--- config.mk ---
export PLATFORM = sky130hd
export DESIGN_NAME = conv_layer_feature_writer
export DESIGN_NICKNAME = d
export VERILOG_FILES = /design/src/rtl/conv_layer_feature_writer.sv
export SDC_FILE = /design/constraint.sdc
export NUM_CORES = 1
export LEC_CHECK = 0
export BUFFER_PORTS_ARGS = -buffer_cell sky130_fd_sc_hd__buf_4
export CAP_MARGIN = 10
export CORE_MARGIN = 2
export CORE_UTILIZATION = 50
export CTS_CLUSTER_DIAMETER = 40
export DETAILED_ROUTE_END_ITERATION = 7
export GPL_TIMING_DRIVEN = 0
export HOLD_SLACK_MARGIN = 0.02
export PLACE_DENSITY = 0.69
export SLEW_MARGIN = 20
export SYNTH_ARGS = -nofsm -noshare
export SYNTH_HDL_FRONTEND = slang
export SYNTH_SLANG_ARGS = --single-unit
export TNS_END_PERCENT = 30
--- constraint.sdc ---
create_clock -name clk -period 40.5 [get_ports clk]
set_input_delay 6.075 -clock clk [delete_from_list [all_inputs] [get_ports clk]]
set_output_delay 6.075 -clock clk [all_outputs]
set_load 0.03 [all_outputs]
--- src/rtl/conv_layer_feature_writer.sv ---
// conv_layer_feature_writer
//   Takes finished feature rows from the conv layer and writes them into external
//   feature RAM, one word per cycle. A 2-entry row FIFO plus the output shift register
//   means up to three rows can be in flight, so the conv pipeline never has to stall.
//   The block pulses image_write_done once every row of an image has been committed.
// Ports
//   clk              : clock, rising edge
//   rst_n            : asynchronous reset, ACTIVE-HIGH despite the name
//   row_valid        : 1-cycle strobe, feature_idx/feature_row/feature_in valid
//   feature_idx      : feature map index of the row
//   feature_row      : row index within the map
//   feature_in       : row data, column 0 in the most significant word
//   image_calc_fin   : 1-cycle strobe, last row of the image has been issued
//   row_ready        : FIFO has a free slot (registered, informational only)
//   ext_ram_we       : RAM write enable
//   ext_ram_addr     : RAM write address
//   ext_ram_data     : RAM write data
//   image_write_done : 1-cycle pulse, every row of the image has been written
//   err              : sticky, a row was dropped (FIFO full or row out of range)
module conv_layer_feature_writer #(
  parameter int          DATA_WIDTH     = 32,
  parameter int          ARRAY_SIZE     = 6,
  parameter int          ROWS           = 6,
  parameter int          EXT_ADDR_WIDTH = 16,
  parameter int unsigned BASE_ADDR      = 0
) (
  input  logic                           clk,
  input  logic                           rst_n,
  input  logic                           row_valid,
  input  logic [1:0]                     feature_idx,
  input  logic [2:0]                     feature_row,
  input  logic [ARRAY_SIZE*DATA_WIDTH-1:0] feature_in,
  input  logic                           image_calc_fin,
  output logic                           row_ready,
  output logic                           ext_ram_we,
  output logic [EXT_ADDR_WIDTH-1:0]      ext_ram_addr,
  output logic [DATA_WIDTH-1:0]          ext_ram_data,
  output logic                           image_write_done,
  output logic                           err
);

  localparam int ROW_W = ARRAY_SIZE * DATA_WIDTH;
  localparam int CNT_W = (ARRAY_SIZE > 1) ? $clog2(ARRAY_SIZE) : 1;

  typedef struct packed {
    logic [1:0]       idx;
    logic [2:0]       row;
    logic [ROW_W-1:0] data;
  } entry_t;

  typedef enum logic [1:0] {IDLE, WRITE, DONE} state_t;

  state_t                    state, state_next;
  entry_t                    fifo_q [2];
  entry_t                    entry_in;
  logic [1:0]                count, count_next;
  logic                      empty, full, in_range, push, pop, drop, last;
  logic                      fin_pending;
  logic [ROW_W-1:0]          shreg;
  logic [CNT_W-1:0]          cnt;
  logic [EXT_ADDR_WIDTH-1:0] addr_calc;

  assign entry_in  = '{idx: feature_idx, row: feature_row, data: feature_in};
  assign empty     = (count == 2'd0);
  assign full      = (count == 2'd2);
  assign in_range  = (int'(feature_row) < ROWS);
  // A pop in the same cycle frees a slot, so a push into a full FIFO still lands.
  assign push      = row_valid && in_range && (!full || pop);
  assign drop      = row_valid && !push;
  assign last      = (cnt == CNT_W'(ARRAY_SIZE - 1));
  assign addr_calc = EXT_ADDR_WIDTH'(BASE_ADDR +
                     (int'(fifo_q[0].idx) * ROWS + int'(fifo_q[0].row)) * ARRAY_SIZE);

  always_ff @(posedge clk or posedge rst_n) begin
    if (rst_n) state <= IDLE;
    else       state <= state_next;
  end

  always_comb begin
    state_next       = state;
    pop              = 1'b0;
    image_write_done = 1'b0;
    case (state)
      IDLE: begin
        if (!empty) begin
          pop        = 1'b1;
          state_next = WRITE;
        end else if (fin_pending) begin
          state_next = DONE;
        end
      end
      WRITE: begin
        if (last) begin
          if (!empty) pop = 1'b1;
          else        state_next = IDLE;
        end
      end
      DONE: begin
        image_write_done = 1'b1;
        state_next       = IDLE;
      end
      default: state_next = IDLE;
    endcase
  end

  always_comb begin
    count_next = count;
    if (push && !pop)      count_next = count + 2'd1;
    else if (pop && !push) count_next = count - 2'd1;
  end

  // Entry 0 is always the head; a pop shifts entry 1 down.
  always_ff @(posedge clk or posedge rst_n) begin
    if (rst_n) begin
      fifo_q[0] <= '0;
      fifo_q[1] <= '0;
      count     <= '0;
      row_ready <= 1'b1;
    end else begin
      case ({push, pop})
        2'b10: fifo_q[count[0]] <= entry_in;
        2'b01: fifo_q[0] <= fifo_q[1];
        2'b11: begin
          if (count == 2'd1) begin
            fifo_q[0] <= entry_in;
          end else begin
            fifo_q[0] <= fifo_q[1];
            fifo_q[1] <= entry_in;
          end
        end
        default: ;
      endcase
      count     <= count_next;
      row_ready <= (count_next != 2'd2);
    end
  end

  always_ff @(posedge clk or posedge rst_n) begin
    if (rst_n)               fin_pending <= 1'b0;
    else if (image_calc_fin) fin_pending <= 1'b1;
    else if (state == DONE)  fin_pending <= 1'b0;
  end

  always_ff @(posedge clk or posedge rst_n) begin
    if (rst_n) err <= 1'b0;
    else       err <= err | drop;
  end

  // Output word 0 is loaded at the pop itself; the shift register holds the rest.
  always_ff @(posedge clk or posedge rst_n) begin
    if (rst_n) begin
      ext_ram_we   <= 1'b0;
      ext_ram_addr <= '0;
      ext_ram_data <= '0;
      shreg        <= '0;
      cnt          <= '0;
    end else if (pop) begin
      ext_ram_we   <= 1'b1;
      ext_ram_addr <= addr_calc;
      ext_ram_data <= fifo_q[0].data[ROW_W-1 -: DATA_WIDTH];
      shreg        <= fifo_q[0].data << DATA_WIDTH;
      cnt          <= '0;
    end else if (state == WRITE) begin
      if (!last) begin
        ext_ram_addr <= ext_ram_addr + 1'b1;
        ext_ram_data <= shreg[ROW_W-1 -: DATA_WIDTH];
        shreg        <= shreg << DATA_WIDTH;
        cnt          <= cnt + 1'b1;
      end else begin
        ext_ram_we <= 1'b0;
      end
    end
  end

endmodule
After elaboration in Yosys (flattened, before gate mapping)
Cells that the tools add are included.
{"block": "totals", "elab_cells": 98, "register_bits": 645, "inputBits": 201}
{"block": "op_classes", "n_reduce_logical": 21, "n_lt_le_gt_ge": 3, "bitwise": 2, "mux": 35, "mul": 2, "eq_ne": 14, "n_addsub": 5}
{"cell": "two-way mux 197 bit", "n": 3}
{"cell": "one-hot mux 197 bit (3 select lines)", "n": 1}
{"cell": "two-way mux 192 bit", "n": 3}
{"cell": "bitwise mux 394 bit", "n": 1}
{"cell": "one-hot mux 197 bit (2 select lines)", "n": 1}
{"cell": "demux 197 bit (select 1 bit)", "n": 1}
{"cell": "two-way mux 32 bit", "n": 3}
{"cell": "two-way mux 16 bit", "n": 3}
{"cell": "adder 16 x 1 -> 16 bit, second input constant", "n": 1}
{"cell": "two-way mux 2 bit", "n": 6}
{"cell": "!= test 2 bit, second input constant", "n": 5}
{"cell": "two-way mux 3 bit", "n": 3}
{"cell": "== test 2 bit, second input constant", "n": 4}
{"cell": "multiplier 6 x 2 -> 8 bit, second input constant", "n": 1}
{"cell": "two-way mux 1 bit", "n": 8}
{"cell": "nonzero test 2 bit", "n": 4}
{"cell": "adder 5 x 3 -> 6 bit", "n": 1}
{"cell": "== test 2 x 1 -> 1 bit, second input constant", "n": 3}
{"cell": "logical AND 1 bit", "n": 6}
{"cell": "AND reduction 2 bit", "n": 3}
{"cell": "zero test 2 bit", "n": 2}
{"cell": "multiplier 2 x 2 -> 4 bit, second input constant", "n": 1}
{"cell": "one-hot mux 2 bit (2 select lines)", "n": 1}
{"cell": "adder 3 x 1 -> 3 bit, second input constant", "n": 1}
{"cell": "other kinds (14)", "n": 16}

Longest topological paths before layout
{"block": "depth", "word_depth": 11, "ltp_mapped": 12, "depth_no_buf": 12}

Worst setup path before layout
OpenSTA, ideal clock, no wires.
{"block": "synth_timing", "kind": "input to register", "from": "in row_valid", "to": "reg fifo_q[197] (netlist bit)", "cell_stages": 7, "t_required_ps": 40363, "t_arrival_ps": 7490, "path_slack_ps": 32873, "setup_time_ps": 137, "cell_sequence": "a21boi_1 a2111oi_4 a21oi_2 buf_2 buf_1 a22oi_1 a21oi_1"}
{"block": "synth_via", "elab_chain_len": 4, "elab_cells_between_ends": 7, "cone_classes": "3 x eq/ne; 1 x mux; 3 x reduce/logical"}
{"element": "start, declared", "line": "29", "rtl": "input logic row_valid,"}
{"element": "logical AND 1 bit * (2 in series)", "line": "68", "rtl": "assign push = row_valid && in_range && (!full || pop);"}
{"element": "== test 2 bit / == test 2 x 1 -> 1 bit (equally long branches)", "line": "120", "rtl": "case ({push, pop})"}
{"element": "one-hot mux 197 bit (3 select lines) / nonzero test 3 bit (equally long branches)"}
{"element": "end signal, assigned by index", "line": "121", "rtl": "2'b10: fifo_q[count[0]] <= entry_in;"}
{"element": "end, declared", "line": "54", "rtl": "entry_t fifo_q [2];"}
Mark *: on every way between the ends. The rest lies on a longest branch, timed or not.
A chain may end at the register's enable or synchronous reset.

Worst setup path after layout
{"block": "layout_timing", "from": "in feature_row[2]", "to": "reg fifo_q[237] (netlist bit)"}
{"block": "layout_via", "elab_chain_len": 5, "elab_cells_between_ends": 8, "cone_classes": "1 x order compare; 3 x eq/ne; 1 x mux; 3 x reduce/logical"}
{"element": "start, declared", "line": "31", "rtl": "input logic [2:0] feature_row,"}
{"element": "less-than comparator 3 bit *", "line": "66", "rtl": "assign in_range = (int'(feature_row) < ROWS);"}
{"element": "logical AND 1 bit * (2 in series)", "line": "68"}
{"element": "== test 2 bit / == test 2 x 1 -> 1 bit (equally long branches)", "line": "120"}
{"element": "one-hot mux 197 bit (3 select lines) / nonzero test 3 bit (equally long branches)"}
Marks and branches as above.

==> impl_metrics.py <==
metrics = {
    "run": {
        "max-cap-violations": 0,
    },
    "timing": {
        "tightest_slew_ps": 1060,
        "fin_skew_ps": 34.6,
        "max_freq_mhz": 121,
        "rsz0062_at_grt": "false",
        "final-setup-viol-count": 0,
        "period_minus_slack_ps": 8270,
        "finalCritPeriodShare_pct": 20.4,
        "hold_viol_final": 0,
        "slew_headroom_pct": 29.1,
        "finalSetupTns_ps": 0,
        "holdWs_ps": 466,
        "finalMaxSlewViolations": 0,
    },
    "setup_path": {
        "cp_num_cells": 9,
        "cp-end-kind": "register",
        "critical_path_arrival_ps": 8820,
        "crit_family": "compound AO/OA/AOI/OAI gates",
        "r2r_start": "count[0]",
        "worst_setup_path_start_kind": "primary input",
        "cp.buffers_inverters": 4,
        "timing_worst_setup_path_type": "in2reg",
        "crit_fanout": 10,
        "r2r_cells": 9,
        "slowest_delay_ps": 500,
        "crit_required_ps": 41050,
        "startpoint": "feature_row[2]",
        "crit_chain": "buf_4 > a21boi_1 > a2111oi_4 > buf_6 > a21oi_2 > buf_2 > clkbuf_1 > a22oi_1 > a21oi_1",
        "critical_path.slowest_cell": "buf_2",
        "reg2reg_to": "fifo_q[55]",
        "rrSetupSlack_ps": 37090,
    },
    "floorplan": {
        "initial_core_util_pct": 50.3,
        "io-pin-count": 253,
        "die_h_um": 228,
        "dieArea_mm2": 0.0520,
        "rows": 82,
        "chipWidth_um": 228,
        "core_area_mm2": 0.0499,
    },
    "clocking": {
        "cts_setup_buffers": 0,
        "clk_pin_slew_worst_paths_ps": 50,
        "cts_hold_buf": 0,
        "root_buffer": "clkbuf_16",
        "htreeDepth": 3,
        "cts_buffer_depth": 3,
        "clkLatencyLatePin_ps": 640,
        "cts_tree": "yes",
        "clock_sinks": 613,
        "cts_buffers": 83,
        "cts_resized": 0,
    },
    "logic_synthesis": {
        "ys_ff_latch": 613,
        "yosys-top-cells-area": "dfrtp_1, mux2_2, a222oi_1",
        "synth_area_mm2": 0.0251,
        "synth_most_common_cell": "dfrtp_1",
        "yosys.area.top_type_share_pct": 61.0,
        "ys_warn_count": 0,
        "async_flop_share_pct": 100,
        "synth_cell_types": 58,
        "synthTopCellsByCount": "dfrtp_1, nor2_1, a21oi_1",
        "ys.flop_type": "dfrtp_1",
        "syn_avg_cell_area_um2": 12.0,
        "synthCells": 2093,
        "seq_area_frac_synth_pct": 61.1,
        "synth_edf_count": 0,
        "syn_nets": 2311,
        "synth_top_area_cell": "dfrtp_1",
    },
    "pwr": {
        "leakage_nw": 14.7,
        "p_per_area_mw_per_mm2": 102,
        "ir_drop_mv": 0.0427,
    },
    "worst_hold_path": {
        "hold_path_depth": 1,
        "hold_end": "err",
        "holdCritPathClass": "reg2reg",
        "min_from": "err",
    },
    "final_layout": {
        "num_antenna_cells": 0,
        "num-nets-final": 2655,
        "area_growth_pct": 23.1,
        "fillCellCount": 3998,
        "drive_gt1_share_pct": 24.5,
    },
    "routing": {
        "drc": 14,
        "routedWlPerCell_um": 22.4,
        "drt_wl_total_um": 71300,
        "first_pass_iters": 8,
        "drtIter0Drc": 2496,
        "vias": 19012,
        "ant_nets": 0,
        "vias_per_cell": 5.98,
    },
    "global_route": {
        "grt_usage_pct": 27.3,
        "globalRouteOverflowTotal": 0,
        "grt_antenna_before_repair": 4,
        "grt_max_degree": 105,
        "grt_pass1_wl_um": 111000,
        "grt_pass1_vias": 19339,
    },
    "outcome": {
        "status": "finished, violations left",
        "violations": "design-rule violations",
    },
    "placement": {
        "dp_hpwl_um": 51800,
        "placement.io_buffers": 252,
        "globalplace.congestion": 0.887,
    },
}
[logic make-up after synthesis]
kind of cell,after synthesis,share of synthesized area [%]
AOI/OAI and AO/OA,633,18.7
and+or+nand+nor,269,4.37
buffers and inverters,350,5.55
DFF,613,61.1
xor gates and xnor gates,13,0.454
muxes,198,8.88
adders and majority gates,17,0.907
[through the flow]
stage	instance area, um2	setup WS [ps]	power, W	utilization, %	cells
2_1_floorplan	25100	17260	0.00196	-	2093
3_3_place_gp	27800	11800	0.00233	55.8	3017
3_5_place_dp	28000	31650	0.00239	56.2	3024
4_1_cts	30900	32270	0.00315	62.0	3179
5_1_grt	30900	32150	0.00335	62.0	3179
6_report	30900	32230	0.00315	62.0	3179
[layout make-up]
class | instances | area [um2] | share of cell area, %
Buffer | 172 | 726 | 2.35
Clock buffer | 102 | 2210 | 7.15
Clock inverter | 53 | 671 | 2.17
Inverter | 178 | 676 | 2.19
Multi-Input combinational cell | 1130 | 8370 | 27.1
Sequential cell | 613 | 15300 | 49.7
Tap cell | 672 | 841 | 2.72
Timing Repair Buffer | 259 | 2070 | 6.69
[cells in the final DEF, fill, tap and decap left out, types with 2 or more instances in the layout]
cell | netlist | routed
clkbuf_1 | 130 | 143
a22oi_1 | 196 | 196
a222oi_1 | 161 | 161
dfrtp_1 | 612 | 612
buf_2 | 25 | 25
a21oi_1 | 209 | 209
nor2_1 | 212 | 212
nor3_1 | 4 | 4
clkbuf_8 | 0 | 6
mux2_1 | 34 | 34
a21o_1 | 6 | 6
nor2b_1 | 3 | 3
clkinvlp_4 | 0 | 7
nand3_1 | 7 | 7
a21bo_2 | 2 | 2
o21ai_0 | 7 | 7
clkinv_4 | 0 | 7
nor4_1 | 2 | 2
buf_16 | 0 | 6
a22o_1 | 32 | 32
nor4b_1 | 2 | 2
buf_4 | 13 | 265
fa_1 | 2 | 2
nand4_1 | 6 | 6
inv_6 | 0 | 13
xnor2_1 | 6 | 6
bufinv_16 | 0 | 8
buf_1 | 4 | 4
inv_1 | 178 | 177
clkinv_8 | 0 | 5
xor2_1 | 7 | 7
mux2_2 | 163 | 163
clkbuf_16 | 0 | 83
and2_1 | 2 | 2
ha_1 | 15 | 15
clkinv_2 | 0 | 7
inv_8 | 0 | 6
nand2_1 | 23 | 23
[state kept, by name (all words and copies together) (netlist names)]
signal,flops
row_ready,1
ext_ram_addr,16
count,2
state,2
fin_pending,1
err,1
ext_ram_data,32
fifo_q,394
ext_ram_we,1
cnt,3
shreg,160
[metal layers]
| metal | vias to the layer above | routed length, um | track usage [%] |
|---|---|---|---|
| li1 | 8437 | - | - |
| met1 | 9671 | 29200 | 36.1 |
| met2 | 761 | 34900 | 45.7 |
| met3 | 135 | 5000 | 5.24 |
| met4 | 8 | 2220 | 8.99 |
| met5 | - | 48 | 0 |
[power by group]
group	total, W	internal (W)	switching, W
logic	0.00130	0.000507	0.000793
registers	0.00111	0.000910	0.000199
clock network	0.000745	0.000451	0.000294
[worst register-to-register path: cells and delay by family, from the launching register on]
kind	cells	cell delay (ps)
compound gates	1	600
fa+ha+maj	1	360
buf+inv	3	1030
flops	1	430
mux	1	360
simple gates	3	500
[how the worst max path moves through the flow]
stage,to,slack (ps)
6_report,fifo_q[237],32230
5_1_grt,fifo_q[326],32150
4_1_cts,fifo_q[328],32270
2_1_floorplan,cnt[0],17260
3_5_place_dp,fifo_q[328],31650
3_3_place_gp,fifo_q[167],11800
Note: power is estimated with default switching activity, not from simulation.
